`src/rtl/iq_symbol_mapper_pkg.sv`:
```
// Shared types and level helpers for the I/Q symbol mapper.
// Mode encodings match the two-bit mode_i pins of the chip top.
package iq_mod_pkg;

  typedef enum logic [1:0] {
    MOD_BPSK  = 2'b00,
    MOD_QPSK  = 2'b01,
    MOD_QAM16 = 2'b10,
    MOD_IDLE  = 2'b11
  } mod_e;

  typedef enum logic [1:0] {
    ST_IDLE  = 2'b00,
    ST_EMPTY = 2'b01,
    ST_RUN   = 2'b10
  } state_e;

  // Number of data bits consumed by one symbol in the given mode.
  function automatic logic [2:0] bits_per_sym(input mod_e mode);
    logic [2:0] k;
    case (mode)
      MOD_BPSK: k = 3'd1;
      MOD_QPSK: k = 3'd2;
      default:  k = 3'd4;
    endcase
    return k;
  endfunction

  // Full-scale amplitude for a signed sample of the given width.
  function automatic int level_a(input int iq_w);
    return (1 << (iq_w - 1)) - 1;
  endfunction

  // 16-QAM inner level; the outer level is three times this.
  function automatic int level_s(input int iq_w);
    return level_a(iq_w) / 3;
  endfunction

  // Gray-coded 16-QAM amplitude for one axis: 00 -3S, 01 -S, 11 +S, 10 +3S.
  function automatic int qam_level(input logic [1:0] bits, input int iq_w);
    int s;
    int lvl;
    s = level_s(iq_w);
    case (bits)
      2'b00:   lvl = -3 * s;
      2'b01:   lvl = -s;
      2'b11:   lvl = s;
      default: lvl = 3 * s;
    endcase
    return lvl;
  endfunction

endpackage

```
`src/rtl/iq_symbol_mapper_fifo.sv`:
```
// Small synchronous FIFO for incoming data words.
// Pointers carry one extra wrap bit so full and empty can be told apart.
// The head word is presented combinationally on pop_data while not empty.
module word_fifo #(
  parameter int WIDTH = 4,
  parameter int DEPTH = 4
) (
  input  logic             clk,
  input  logic             rst_n,
  input  logic             push,
  input  logic [WIDTH-1:0] push_data,
  input  logic             pop,
  output logic [WIDTH-1:0] pop_data,
  output logic             full,
  output logic             empty
);

  localparam int AW = $clog2(DEPTH);
  localparam logic [AW:0] PTR_ONE = 1;

  logic [WIDTH-1:0] mem [DEPTH];
  logic [AW:0]      wr_ptr;
  logic [AW:0]      rd_ptr;

  assign empty    = (wr_ptr == rd_ptr);
  assign full     = (wr_ptr[AW] != rd_ptr[AW]) && (wr_ptr[AW-1:0] == rd_ptr[AW-1:0]);
  assign pop_data = mem[rd_ptr[AW-1:0]];

  // Storage array; contents need no reset because the pointers define validity.
  always_ff @(posedge clk) begin
    if (push && !full) begin
      mem[wr_ptr[AW-1:0]] <= push_data;
    end
  end

  // Pointer update; reset empties the FIFO and discards anything buffered.
  always_ff @(posedge clk or negedge rst_n) begin
    if (!rst_n) begin
      wr_ptr <= '0;
      rd_ptr <= '0;
    end else begin
      if (push && !full) begin
        wr_ptr <= wr_ptr + PTR_ONE;
      end
      if (pop && !empty) begin
        rd_ptr <= rd_ptr + PTR_ONE;
      end
    end
  end

endmodule

```
`src/rtl/iq_symbol_mapper.sv`:
```
// BPSK / QPSK / 16-QAM symbol mapper between the data pins and the I/Q pins.
// Words are buffered, sliced MSB first into k-bit symbols, and each symbol is
// held for sps cycles. Decisions are made one cycle ahead of the output
// registers, so strobe, samples and underrun all appear together.
module iq_symbol_mapper #(
  parameter int IQ_W       = 4,
  parameter int FIFO_DEPTH = 4,
  parameter int SPS_W      = 4
) (
  input  logic             clk,
  input  logic             rst_n,
  input  logic [1:0]       mode_i,
  input  logic [3:0]       data_i,
  input  logic             data_valid_i,
  output logic             data_ready_o,
  input  logic [SPS_W-1:0] sps_i,
  output logic [IQ_W-1:0]  i_out,
  output logic [IQ_W-1:0]  q_out,
  output logic             sym_strobe_o,
  output logic             underrun_o
);

  import iq_mod_pkg::*;

  localparam logic [IQ_W-1:0] POS_A   = IQ_W'(level_a(IQ_W));
  localparam logic [IQ_W-1:0] NEG_A   = IQ_W'(-level_a(IQ_W));
  localparam logic [IQ_W-1:0] QAM_L00 = IQ_W'(qam_level(2'b00, IQ_W));
  localparam logic [IQ_W-1:0] QAM_L01 = IQ_W'(qam_level(2'b01, IQ_W));
  localparam logic [IQ_W-1:0] QAM_L11 = IQ_W'(qam_level(2'b11, IQ_W));
  localparam logic [IQ_W-1:0] QAM_L10 = IQ_W'(qam_level(2'b10, IQ_W));

  logic             fifo_push;
  logic             fifo_pop;
  logic             fifo_full;
  logic             fifo_empty;
  logic [3:0]       fifo_data;

  state_e           state;
  mod_e             cur_mode;
  mod_e             mode_in;
  mod_e             sym_mode;
  logic [3:0]       sreg;
  logic [3:0]       sym_bits;
  logic [2:0]       rem;
  logic [2:0]       k_cur;
  logic [2:0]       k_new;
  logic [SPS_W-1:0] scnt;
  logic [SPS_W-1:0] sps_reg;
  logic [SPS_W-1:0] sps_eff;
  logic             sample_end;
  logic             boundary;
  logic             take;
  logic             load;
  logic             go_idle;
  logic             starve;
  logic             pend_sym;
  logic             pend_zero;
  logic             pend_underrun;
  logic [IQ_W-1:0]  map_i;
  logic [IQ_W-1:0]  map_q;

  word_fifo #(
    .WIDTH (4),
    .DEPTH (FIFO_DEPTH)
  ) u_fifo (
    .clk       (clk),
    .rst_n     (rst_n),
    .push      (fifo_push),
    .push_data (data_i),
    .pop       (fifo_pop),
    .pop_data  (fifo_data),
    .full      (fifo_full),
    .empty     (fifo_empty)
  );

  assign mode_in      = mod_e'(mode_i);
  assign sps_eff      = (sps_i == '0) ? SPS_W'(1) : sps_i;
  assign k_cur        = bits_per_sym(cur_mode);
  assign k_new        = bits_per_sym(mode_in);
  assign sample_end   = (scnt >= sps_reg - SPS_W'(1));
  assign boundary     = sample_end || (state == ST_EMPTY);
  assign data_ready_o = !fifo_full;
  assign fifo_push    = data_valid_i && !fifo_full;
  assign fifo_pop     = load;

  // Boundary decision: finish the current word first, then fetch a new one,
  // otherwise fall silent (idle mode) or report starvation.
  always_comb begin
    take    = 1'b0;
    load    = 1'b0;
    go_idle = 1'b0;
    starve  = 1'b0;
    if (boundary) begin
      if (rem >= k_cur) begin
        take = 1'b1;
      end else if (!fifo_empty && (mode_in != MOD_IDLE)) begin
        load = 1'b1;
      end else if (mode_in == MOD_IDLE) begin
        go_idle = 1'b1;
      end else begin
        starve = 1'b1;
      end
    end
  end

  // Symbol sequencer: bit register, sample counter and state, producing
  // one-cycle requests for the output stage.
  always_ff @(posedge clk or negedge rst_n) begin
    if (!rst_n) begin
      state         <= ST_EMPTY;
      cur_mode      <= MOD_BPSK;
      sym_mode      <= MOD_BPSK;
      sreg          <= '0;
      sym_bits      <= '0;
      rem           <= '0;
      scnt          <= '0;
      sps_reg       <= SPS_W'(1);
      pend_sym      <= 1'b0;
      pend_zero     <= 1'b0;
      pend_underrun <= 1'b0;
    end else begin
      pend_sym      <= 1'b0;
      pend_zero     <= 1'b0;
      pend_underrun <= 1'b0;
      if (boundary) begin
        sps_reg <= sps_eff;
      end
      if (take) begin
        sym_bits <= sreg;
        sym_mode <= cur_mode;
        sreg     <= sreg << k_cur;
        rem      <= rem - k_cur;
        scnt     <= '0;
        state    <= ST_RUN;
        pend_sym <= 1'b1;
      end else if (load) begin
        sym_bits <= fifo_data;
        sym_mode <= mode_in;
        cur_mode <= mode_in;
        sreg     <= fifo_data << k_new;
        rem      <= 3'd4 - k_new;
        scnt     <= '0;
        state    <= ST_RUN;
        pend_sym <= 1'b1;
      end else if (go_idle || starve) begin
        state         <= go_idle ? ST_IDLE : ST_EMPTY;
        pend_zero     <= 1'b1;
        pend_underrun <= starve && sample_end;
        scnt          <= sample_end ? '0 : scnt + SPS_W'(1);
      end else begin
        scnt <= scnt + SPS_W'(1);
      end
    end
  end

  // Gray-coded 16-QAM amplitude lookup for one axis.
  function automatic logic [IQ_W-1:0] qam_map(input logic [1:0] bits);
    logic [IQ_W-1:0] v;
    case (bits)
      2'b00:   v = QAM_L00;
      2'b01:   v = QAM_L01;
      2'b11:   v = QAM_L11;
      default: v = QAM_L10;
    endcase
    return v;
  endfunction

  // Constellation mapping of the pending symbol; bits are left-aligned.
  always_comb begin
    map_i = '0;
    map_q = '0;
    case (sym_mode)
      MOD_BPSK: begin
        map_i = sym_bits[3] ? NEG_A : POS_A;
      end
      MOD_QPSK: begin
        map_i = sym_bits[3] ? NEG_A : POS_A;
        map_q = sym_bits[2] ? NEG_A : POS_A;
      end
      MOD_QAM16: begin
        map_i = qam_map(sym_bits[3:2]);
        map_q = qam_map(sym_bits[1:0]);
      end
      default: begin
        map_i = '0;
        map_q = '0;
      end
    endcase
  end

  // Output registers: load a new symbol, force silence, or hold.
  always_ff @(posedge clk or negedge rst_n) begin
    if (!rst_n) begin
      i_out        <= '0;
      q_out        <= '0;
      sym_strobe_o <= 1'b0;
      underrun_o   <= 1'b0;
    end else begin
      sym_strobe_o <= pend_sym;
      underrun_o   <= pend_underrun;
      if (pend_sym) begin
        i_out <= map_i;
        q_out <= map_q;
      end else if (pend_zero) begin
        i_out <= '0;
        q_out <= '0;
      end
    end
  end

endmodule

```
`config.mk`:
```
export PLATFORM = sky130hd
export DESIGN_NAME = iq_symbol_mapper
export DESIGN_NICKNAME = d
export VERILOG_FILES = /design/src/rtl/iq_symbol_mapper_pkg.sv /design/src/rtl/iq_symbol_mapper_fifo.sv /design/src/rtl/iq_symbol_mapper.sv
export SDC_FILE = /design/constraint.sdc
export NUM_CORES = 1
export LEC_CHECK = 0
export BUFFER_PORTS_ARGS = -buffer_cell sky130_fd_sc_hd__buf_2
export CORE_ASPECT_RATIO = 1.5
export CORE_MARGIN = 2
export CORE_UTILIZATION = 25
export CTS_CLUSTER_DIAMETER = 100
export DETAILED_ROUTE_END_ITERATION = 6
export GPL_TIMING_DRIVEN = 0
export PLACE_DENSITY = 0.39
export SLEW_MARGIN = 20
export SYNTH_ARGS = -nofsm -noshare
export SYNTH_HDL_FRONTEND = slang
export SYNTH_SLANG_ARGS = --single-unit
```
`constraint.sdc`:
```
create_clock -name clk -period 3.05 [get_ports clk]
set_clock_uncertainty 0.2 [all_clocks]
set_input_delay 0.1525 -clock clk [delete_from_list [all_inputs] [get_ports clk]]
set_output_delay 0.1525 -clock clk [all_outputs]
set_load 0.01 [all_outputs]
```
==> results.ini <==
[global_route]
grt_max_degree=45
antenna_found_initial=0
grt_pass1_vias=2174
grt_usage=0.109
grt_overflow=0
grt_pass1_wl_mm=11.0

[critical_path]
critPathRequiredTime_ps=3050
cp_common_cell=ha_1
crit_arrival_ps=2820
cp-end-kind=register
worstPathCellList=inv_1, ha_1, xnor2_1, ha_1, o211ai_1, o21a_2, and2_1, clkbuf_2, nor2_4, mux2_1
worst-path-buf-inv=2
cpPeakStageDelay_ps=520
crit_family=flip-flops
cp-start-kind=register
critPathKind=reg2reg
cp_max_fo=8
crit_path_top_delay_cell=dfstp_2

[routing]
dr_wl_met2_mm=3.42
final_antenna_net_count=0
wl_per_cell_um=13.9
totalWireLength_mm=6.42
avgViaCountPerCell=4.49
drc_errors=0
wl_met3_um=207
highest_layer=met4
wl_met1_mm=2.67
vias=2075
drt_iter0_markers=46
dr.pass1.iters=4

[die]
rows=49
die_x_um=94.2
chipHeight_um=139
initial_core_util=0.255
die_area_sq_um=13100
io_pins=24
core-area_sq_um=12000

[worst_hold_path]
hp-class=in2reg

[job]
cap_violations=0

[power_and_ir_drop]
finalPower_mw=4.68
ir_worst_vdd_mv=0.414
powerDensity_nw_per_um2=1240
power.leakage_nw=1.67

[layout]
largest_reg_flops=16
final_cell_area_sq_um=3760
drive_gt1_frac=0.188
antenna_cells=0
final_nets=343
areaGrowthSynthToFinish_pct=23.3
finalNonFillerCells=462
final_util=0.315

[status]
status=finished clean

[timing]
max_freq_mhz=354
tightest_slew_ps=592
relSlewSlack=0.605
finalHoldViolCount=0
fin_crit_sh=0.927
setup-violations-final=0
setup-tns-final_ps=0
rsz0062_at_grt=false
min_period_ps=2830
slew_violations=0

[place]
place.gp.congestion=0.729
io_buffers=22
dpl_cell_area_sq_um=3350
dp_hpwl_mm=4.75
place_inst=436

[yosys]
synth_seq_area_share=0.519
avgSynthCellArea_sq_um=11.7
yosysWarnings=0
synthArstFlopShare=0.733
synth_most_common_cell=dfrtp_1
synth_cells=261
synthTopCellsByCount=dfrtp_1, nand2_1, ha_1
syn_nets=300
yosysTopAreaCell=dfrtp_1
syn-cell-area_sq_um=3050
synth.distinct_cells=53
yosys-top-cells-area=dfrtp_1, edfxtp_1, ha_1
synthFlopType=dfrtp_1
ys_ff_latch=60
synth_edf_count=16
post-synth-top-area-fraction=0.344

[cts]
htree_levels=3
cts_buffers=9
cts_root_buf=clkbuf_16
cts_max_path_buffers=2
post_cts_buffers=0
numClockSinks=60
path_clk_slew_ps=50
clkLatencyLatePin_ps=320
cts_tree=yes

-- metal layers --
layer	track usage	vias to the layer above
met5	0	-
met4	0.0435	0
met2	0.187	28
met3	0.0287	8
met1	0.127	1007
li1	-	1032
-- repair_timing --
action | CTS | global route
endpoints found under the hold margin | 63 | 0
hold buffers | 10 | 0
resized for setup | 0 | 7
setup endpoints to repair | 0 | 9
-- cells in the final DEF, fill, tap and decap left out, types with 3 or more instances in the layout --
cell           synthesis  routed
nand3_1               10      10
nor3_1                 4       4
ha_1                  25      25
dlygate4sd3_1          0      10
o21ai_0                8       8
xnor2_1               10      10
nand2b_1               3       3
a221o_1                5       5
inv_1                 18      18
edfxtp_1              16      16
a21oi_1                5       5
buf_2                  1      22
o211ai_1               8       8
mux2i_1                3       3
and3_1                 9       9
nand2_1               29      28
clkbuf_2               2       3
nor2_1                13      13
a22oi_1                3       3
mux4_2                 3       3
dfrtp_1               42      42
clkbuf_16              0       9
and2_1                 3       3
-- final cells by class --
type	instances	area, sq um
plain buffers	7	50.0
inverters	18	67.6
fillers	1250	8190
multi-input cells	176	1370
well taps	153	191
flip-flops and latches	60	1580
clock buffers	11	233
repair buffers	32	213
clock inverters	5	52.6
-- final timing paths --
| kind | cells past startpoint | from | endpoint | slack [ps] |
|---|---|---|---|---|
| setup / recovery | 10 | sps_reg[0] | u_fifo.rd_ptr[1] | 220 |
| hold / removal | 3 | data_valid_i | u_fifo.wr_ptr[0] | 30 |
| setup reg to reg | 10 | sps_reg[0] | u_fifo.rd_ptr[1] | 220 |
| hold reg to reg | 0 | pend_underrun | underrun_o | 150 |
| max in group asynchronous | 2 | rst_n | sym_bits[1] | 2070 |
| min in group asynchronous | 2 | rst_n | u_fifo.rd_ptr[0] | 190 |
-- worst register-to-register path: stages (launching register included) --
cell and delay (ps):
dfstp_2 520, inv_1 70, ha_1 200, xnor2_1 120, ha_1 270, o211ai_1 90, o21a_2 270, and2_1 160
clkbuf_2 190, nor2_4 260, mux2_1 350
-- where the power goes --
part	leakage (nW)	internal [mW]	switching [mW]
Sequential	0.705	1.16	0.225
Clock	0.141	0.627	0.340
Combinational	0.820	0.962	1.36
-- stage by stage --
step	hold WS (ps)	worst slack, ps
floorplan	-343	419
global placement	137	66.0
detailed placement	139	64.3
CTS	20.0	55.5
global route	66.6	104
finish	26.2	223
-- kinds of logic (layout without fill, tap and decap cells) --
kind of cell,Yosys count,in the layout,synth area share
AO/OA/AOI/OAI,47,47,0.118
XOR/XNOR,12,12,0.0344
adder cells (fa/ha/maj),26,26,0.109
buffers and inverters,25,73,0.0381
flip-flops,60,60,0.519
multiplexers,9,9,0.0480
AND/OR/NAND/NOR,82,82,0.133
Power figures use the tool's default switching activity.
